--- config.mk ---
export PLATFORM = sky130hd
export DESIGN_NAME = safe_code_store
export DESIGN_NICKNAME = d
export VERILOG_FILES = /design/src/rtl/safe_code_store.sv
export SDC_FILE = /design/constraint.sdc
export NUM_CORES = 1
export LEC_CHECK = 0
export CAP_MARGIN = 20
export CORE_MARGIN = 1.5
export CORE_UTILIZATION = 46
export CTS_CLUSTER_SIZE = 30
export DETAILED_ROUTE_END_ITERATION = 8
export MAX_ROUTING_LAYER = met4
export PLACE_DENSITY = 0.73
export SYNTH_ARGS = -nofsm -noshare
export SYNTH_HDL_FRONTEND = slang
export SYNTH_SLANG_ARGS = --single-unit
--- constraint.sdc ---
create_clock -name clk -period 2.65 [get_ports clk]
set_clock_uncertainty 0.1 [all_clocks]
set_input_delay 0.3975 -clock clk [delete_from_list [all_inputs] [get_ports clk]]
set_output_delay 0.3975 -clock clk [all_outputs]
set_load 0.05 [all_outputs]
--- src/rtl/safe_code_store.sv ---
// Password/attempt store with consecutive-failure lockout for the safe-unlock FSM.
// Optional master override code enabled by defining SAFE_MASTER_CODE_EN.
module safe_code_store #(
  parameter int                CODE_W         = 8,
  parameter int                MAX_FAILS      = 3,
  parameter int                LOCKOUT_CYCLES = 50_000_000,
  parameter logic [CODE_W-1:0] MASTER_CODE    = 8'hA5
) (
  input  logic                             clk,
  input  logic                             RESETN,
  input  logic [CODE_W-1:0]                CODE_IN,
  input  logic                             savePW,
  input  logic                             saveAT,
  output logic                             MATCH,
  output logic                             LOCKOUT,
  output logic                             PW_VALID,
  output logic [$clog2(MAX_FAILS+1)-1:0]   FAIL_COUNT
);

  localparam int FW = $clog2(MAX_FAILS + 1);
  localparam int TW = (LOCKOUT_CYCLES > 1) ? $clog2(LOCKOUT_CYCLES) : 1;
  localparam logic [FW-1:0] MAX_F      = FW'(MAX_FAILS);
  localparam logic [FW-1:0] FAIL_ONE   = FW'(1'b1);
  localparam logic [TW-1:0] TIMER_LOAD = TW'(LOCKOUT_CYCLES - 1);
  localparam logic [TW-1:0] TIMER_ONE  = TW'(1'b1);

  typedef enum logic {
    IDLE = 1'b0,
    LOCK = 1'b1
  } lock_state_t;

  lock_state_t       state_r, state_core_s, state_nx_s;
  logic [TW-1:0]     timer_r, timer_core_s, timer_nx_s;
  logic [FW-1:0]     fail_r, fail_core_s, fail_nx_s, fail_inc_s;
  logic [CODE_W-1:0] pw_r, at_r, cmp_s;
  logic              pw_valid_r, save_at_d_r;
  logic              attempt_end_s, master_hit_s, master_end_s, master_clr_s;

  // Compare source bypasses the attempt register so MATCH is valid while saveAT is high.
  assign cmp_s = saveAT ? CODE_IN : at_r;

  // An attempt closes on the first cycle after saveAT drops; a concurrent password load takes precedence.
  assign attempt_end_s = save_at_d_r & ~saveAT & ~savePW;
  assign fail_inc_s    = fail_r + FAIL_ONE;

`ifdef SAFE_MASTER_CODE_EN
  assign master_hit_s = (cmp_s == MASTER_CODE);
  assign master_end_s = (at_r == MASTER_CODE);
`else
  logic [CODE_W-1:0] unused_master_s;
  assign unused_master_s = MASTER_CODE;
  assign master_hit_s    = 1'b0;
  assign master_end_s    = 1'b0;
`endif

  assign master_clr_s = attempt_end_s & master_end_s;

  assign MATCH      = (pw_valid_r & (state_r == IDLE) & (cmp_s == pw_r)) | master_hit_s;
  assign LOCKOUT    = (state_r == LOCK);
  assign PW_VALID   = pw_valid_r;
  assign FAIL_COUNT = fail_r;

  // Code storage: password load wins over attempt load.
  always_ff @(posedge clk or negedge RESETN) begin
    if (!RESETN) begin
      pw_r        <= '0;
      at_r        <= '0;
      pw_valid_r  <= 1'b0;
      save_at_d_r <= 1'b0;
    end else begin
      save_at_d_r <= saveAT;
      if (savePW) begin
        pw_r       <= CODE_IN;
        pw_valid_r <= 1'b1;
      end else if (saveAT) begin
        at_r <= CODE_IN;
      end
    end
  end

  // Lockout FSM and failure counter state.
  always_ff @(posedge clk or negedge RESETN) begin
    if (!RESETN) begin
      state_r <= IDLE;
      timer_r <= '0;
      fail_r  <= '0;
    end else begin
      state_r <= state_nx_s;
      timer_r <= timer_nx_s;
      fail_r  <= fail_nx_s;
    end
  end

  // Attempt judgement and lockout countdown.
  always_comb begin
    state_core_s = state_r;
    timer_core_s = timer_r;
    fail_core_s  = fail_r;
    case (state_r)
      IDLE: begin
        if (attempt_end_s && pw_valid_r) begin
          if (at_r == pw_r) begin
            fail_core_s = '0;
          end else if (fail_r < MAX_F) begin
            fail_core_s = fail_inc_s;
            if (fail_inc_s == MAX_F) begin
              state_core_s = LOCK;
              timer_core_s = TIMER_LOAD;
            end else begin
              state_core_s = IDLE;
            end
          end else begin
            fail_core_s = fail_r;
          end
        end else begin
          fail_core_s = fail_r;
        end
      end
      LOCK: begin
        if (timer_r == '0) begin
          state_core_s = IDLE;
          fail_core_s  = '0;
        end else begin
          timer_core_s = timer_r - TIMER_ONE;
        end
      end
      default: begin
        state_core_s = IDLE;
        timer_core_s = '0;
        fail_core_s  = '0;
      end
    endcase
  end

  // Master override and password change act on top of the normal judgement.
  always_comb begin
    state_nx_s = state_core_s;
    timer_nx_s = timer_core_s;
    fail_nx_s  = fail_core_s;
    if (master_clr_s) begin
      state_nx_s = IDLE;
      timer_nx_s = '0;
      fail_nx_s  = '0;
    end else if (savePW) begin
      fail_nx_s = '0;
    end else begin
      fail_nx_s = fail_core_s;
    end
  end

endmodule

# Word level (Yosys, flattened, before mapping)

Cells that the tools add are included.

Flip-flop bits (word level): 47
Latch bits: 0
RAM bits: 0
ROM bits: 0
Bits of input ports: 12
Output and inout port bits: 5
Logic and storage cells: 51
Memories: 0

$add $sub $neg: 2
$mul: 0
Divide/modulo/power cells: 0
$lt $le $gt $ge: 1
Equality and inequality tests: 11
Shift operators: 0
Muxes and demuxes: 19
Bitwise operators: 7
Reductions and logical operators: 4

Operators by type and width:

| kind                  | number |
|---|---|
| $mux 26               | 5 |
| $pmux 26 s2           | 1 |
| $logic_not 26->1      | 1 |
| $sub 26x1->26 const B | 1 |
| $eq 8x8->1            | 2 |
| $mux 2                | 5 |
| $mux 8                | 1 |
| $ne 2x1->1 const B    | 3 |
| $ne 3x2->1 const B    | 2 |
| $mux 1                | 5 |
| $reduce_and 5->1      | 1 |
| $and 1x1->1           | 4 |
| $ne 2x2->1 const B    | 2 |
| $ne 4x2->1 const B    | 1 |
| $pmux 2 s2            | 1 |
| $not 1->1             | 3 |
| $reduce_and 3->1      | 1 |
| $add 2x1->2 const B   | 1 |
| $eq 2x2->1 const B    | 1 |
| $lt 2x2->1 const B    | 1 |
| $pmux 1 s2            | 1 |
| $logic_and 1x1->1     | 1 |

# Depth between registers and ports, before layout

Depth in word-level cells: 7
Mapped depth: 8
Mapped depth without buffers: 7

# Worst setup path before layout

OpenSTA, ideal clock, no wires.

Kind: input-to-output
From: input port saveAT
To: output port MATCH
Arrival: 3.061 ns
Data required time: 2.152 ns
Setup slack: -0.908 ns
Stages on the path: 6
Buffers on the path: 1
Path through: clkbuf_1 > mux2i_1 > xnor2_1 > nor4_1 > nand4_1 > nor4_1

Cells in the longest elaborated chain, start to end: 3

RTL lines:

| what        | RTL line | source |
|---|---|---|
| from (decl) | 13       | `input logic saveAT,` |
| $mux 8      | --       |  |
| $eq 8x8->1  | 58       | `assign MATCH = (pw_valid_r & (state_r == IDLE) & (cmp_s == pw_r)) \| master_hit_s;` |
| $and 1x1->1 | 58       |  |
| to (decl)   | 14       | `output logic MATCH,` |

No other way between the ends.

# Worst setup path in the final report

From: register timer_r[14]
To: register timer_r[7]

Cells in the longest elaborated chain, start to end: 3

RTL lines:

| what                       | RTL line | source |
|---|---|---|
| from (decl)                | 33       | `logic [TW-1:0] timer_r, timer_core_s, timer_nx_s;` |
| from (signal assigned)     | 89       | `timer_r <= timer_nx_s;` |
| $logic_not 26->1           | 120      | `if (timer_r == '0) begin` |
| $ne 2x2->1 (no line)       | --       |  |
| $reduce_and 5->1 (no line) | --       |  |

No other way between the ends.
A chain may end at the register's enable or synchronous reset.

==> reports/summary.txt <==
gpl congestion = 0.828
number of global-route vias before repair = 2233
first-pass GRT wire length = 10.4 mm
number of synthesized register bits = 47
CP Launch Type = flip-flop
Max Used Layer = met4
hold crit path type = flip-flop to flip-flop
Inserted Diodes = 0
Crit Path Max Fanout = 10
post-layout total power = 2.09 mW
status = finished clean
crit path launch = timer_r[14]$_DFFE_PN0P_
Leak = 1.39 nW
met2 routed WL = 2.99 mm
DP HPWL = 4.27 mm
final-report max-slew violation count = 0
clock-pin transition on the worst setup and hold timing paths = 0.09 ns
post-layout min period = 2.55 ns
core area = 0.00561 mm2
I/O pin cnt = 17
Hold Crit Start = timer_r[11]$_DFFE_PN0P_
power per standard cell area = 638 mW/mm2
wire length per cell = 16.0 um
DRC viols = 0
Final Instance Area = 0.00328 mm2
VDD IR-drop max = 0.341 mV
routed wire length = 6.03 mm
RSZ-0062 raised after global routing = false
net load switching power = 0.624 mW
worst path arrival time = 2.69 ns
total gr overflow = 0
antenna violations before repair = 0
worst setup path category = flip-flop to flip-flop
root buffer cell = clkbuf_8
Primary FF master, synth = dfrtp_1
worst reg2reg path startpoint = timer_r[14]$_DFFE_PN0P_
largest net degree at the start of global routing = 39
Pint = 1.47 mW
metal3 WL = 234 um
post-CTS setup buffer count = 0
row count = 27
Synth Net Count = 283
DIE AREA = 0.00640 mm2
Critical-path top delay cell = or4_4
Worst Setup End Kind = flip-flop
clock buffer depth = 2
worst path cell trace = or4_4 > or3_4 > or3_1 > buf_4 > a21oi_1 > a211o_1
number of synthesized flops with an enable pin = 0
Clk pwr share = 30.2%
Avg Cell Area, Syn = 10.2 um2
Seq pwr share = 47.8%
Post-DP Area = 0.00313 mm2
Seq/Total Area, Yosys = 43.1%
First-pass DRT Iterations = 4
Clk Latency, worst-skew pair = 0.30 ns
routed vias/inst = 5.96
Reg2Reg Setup Slack = 0.1 ns
Iter 0 DRT Violations = 158
ANT nets after route = 0
total track usage = 21.4%
area growth from synthesis to layout = 20.1%
fin nets = 319
Max stage delay on crit path = 0.58 ns
library cells used by synthesis = 50
CTS sink count = 47
Die X = 80.0 um
sw frac = 29.8%
Rel. slew slack = 49.6%
H-tree levels = 2
Worst path top cell family by delay = simple AND/OR/NAND/NOR gates
combinational share of power = 22.0%
Post-synth ARST share = 100%
Die H = 80.0 um
max-cap violations = 0
Max Fclk = 392 MHz
Hold Slack = 0.408 ns
Buf/Inv on CP = 1
Fill cells = 511
Synth warnings = 0
layout cell share with drive strength beyond 1 = 20.7%
final hold viol count = 0
CP required = 2.79 ns
met1 wire length = 2.76 mm
CTS tree = yes
Tcrit/Tclk final = 96.2%
Least-Margin Pin Slew = 0.752 ns
Cells after Synth = 267
Final setup viols = 0
vias = 2241
Num CTS Buffers = 5
IO buf count = 16
Initial Util = 48.7%
cell area after synthesis = 0.00273 mm2
[layout by cell type, fill, tap and decap left out, drive strengths merged, types with 5 or more instances in the layout]
cell type / n
dfrtp: 47
buf: 29
mux2: 16
nor2: 15
nand2: 14
nor4: 14
clkdlybuf4s50: 12
inv: 10
xor2: 10
o21ai: 10
nand4: 9
xnor2: 9
a211o: 9
nor3: 9
mux2i: 8
a21oi: 6
o211a: 6
or3: 6
clkbuf: 5
[path summary, 6_finish.rpt]
check                                               end  depth (start not counted)
worst max-delay path             timer_r[7]$_DFFE_PN0P_                          6
worst min-delay path            timer_r[11]$_DFFE_PN0P_                          1
worst max register to register   timer_r[7]$_DFFE_PN0P_                          6
worst min register to register  timer_r[11]$_DFFE_PN0P_                          1
max in group asynchronous        timer_r[7]$_DFFE_PN0P_                          3
min in group asynchronous       timer_r[21]$_DFFE_PN0P_                          2
[through the flow]
step | utilization, % | setup TNS [ns] | instances | worst slack (ns)
after floorplan | - | 0 | 267 | 0.0410
after global placement | 55.8 | -0.106 | 367 | -0.0771
after detailed placement | 55.8 | -0.735 | 367 | -0.124
after CTS | 58.4 | 0 | 376 | 0.0416
after global routing | 58.5 | 0 | 376 | 0.0103
final | 58.5 | 0 | 376 | 0.0995
[final cells by class]
cell class | count | area [um2] | area share [%]
well taps | 72 | 90.1 | 2.75
repair buffers | 43 | 367 | 11.2
flip-flops and latches | 47 | 1180 | 35.9
inverters | 10 | 37.5 | 1.15
clock buffers | 5 | 68.8 | 2.10
clock inverters | 3 | 67.6 | 2.06
multi-input cells | 196 | 1470 | 44.9
[power by group through the flow]
stage	combinational [mW]	clock [mW]	sequential [mW]
floorplan	0.328	0	0.980
global placement	0.442	0	1.00
detailed placement	0.462	0	1.01
CTS	0.465	0.650	0.997
global route	0.511	0.679	1.02
finish	0.461	0.631	0.999
[state kept, by name, summed over array words and instances, names as in the netlist]
register	count
FAIL_COUNT	2
LOCKOUT	1
PW_VALID	1
at_r	8
pw_r	8
save_at_d_r	1
timer_r	26
[routing by layer]
metal,GRT usage [%],up-vias
met5,-,-
met4,7.41,0
met3,4.23,4
met2,34.1,52
met1,27.3,1100
li1,-,1085
[what timing repair did]
item / 4_1_cts / 5_1_grt
endpoints found under the hold margin: 15 / 0
hold buffers: 1 / 0
gates resized for setup: 2 / 1
setup endpoints to repair: 3 / 5
[synth_stat cells, types with 2 or more instances]
library cell | count | area (um2)
o21ai_0 | 10 | 50.1
nor4b_1 | 4 | 35.0
a211oi_1 | 4 | 30.0
buf_2 | 2 | 10.0
nor4_1 | 14 | 87.6
nor2_1 | 15 | 56.3
dfrtp_1 | 47 | 1180
a21o_1 | 2 | 15.0
xnor2_1 | 9 | 78.8
a21oi_1 | 6 | 30.0
mux2_2 | 16 | 180
a211o_1 | 9 | 78.8
ha_1 | 4 | 50.1
nand2_1 | 14 | 52.6
or4_1 | 2 | 15.0
nand4_1 | 9 | 56.3
nand3_1 | 4 | 20.0
o211a_1 | 6 | 60.1
and2_1 | 2 | 12.5
a22oi_1 | 3 | 22.5
inv_1 | 10 | 37.5
nor3_1 | 8 | 40.0
o41ai_1 | 4 | 35.0
o2bb2ai_1 | 3 | 26.3
a31oi_1 | 2 | 12.5
xor2_1 | 10 | 87.6
or3_1 | 5 | 31.3
mux2i_1 | 8 | 80.1
clkbuf_1 | 11 | 41.3
o311a_1 | 3 | 30.0
or2_2 | 2 | 12.5
[kinds of logic (layout without fill, tap and decap cells)]
| family | count (synthesis) | count (layout) | synth area share, % |
|---|---|---|---|
| AO/OA/AOI/OAI | 62 | 62 | 17.8 |
| adder cells (fa/ha/maj) | 4 | 4 | 1.83 |
| multiplexers | 24 | 24 | 9.54 |
| AND/OR/NAND/NOR | 87 | 87 | 17.9 |
| flip-flops | 47 | 47 | 43.1 |
| XOR/XNOR | 19 | 19 | 6.10 |
| buffers and inverters | 24 | 61 | 3.67 |
(Power assumes the default switching activity.)
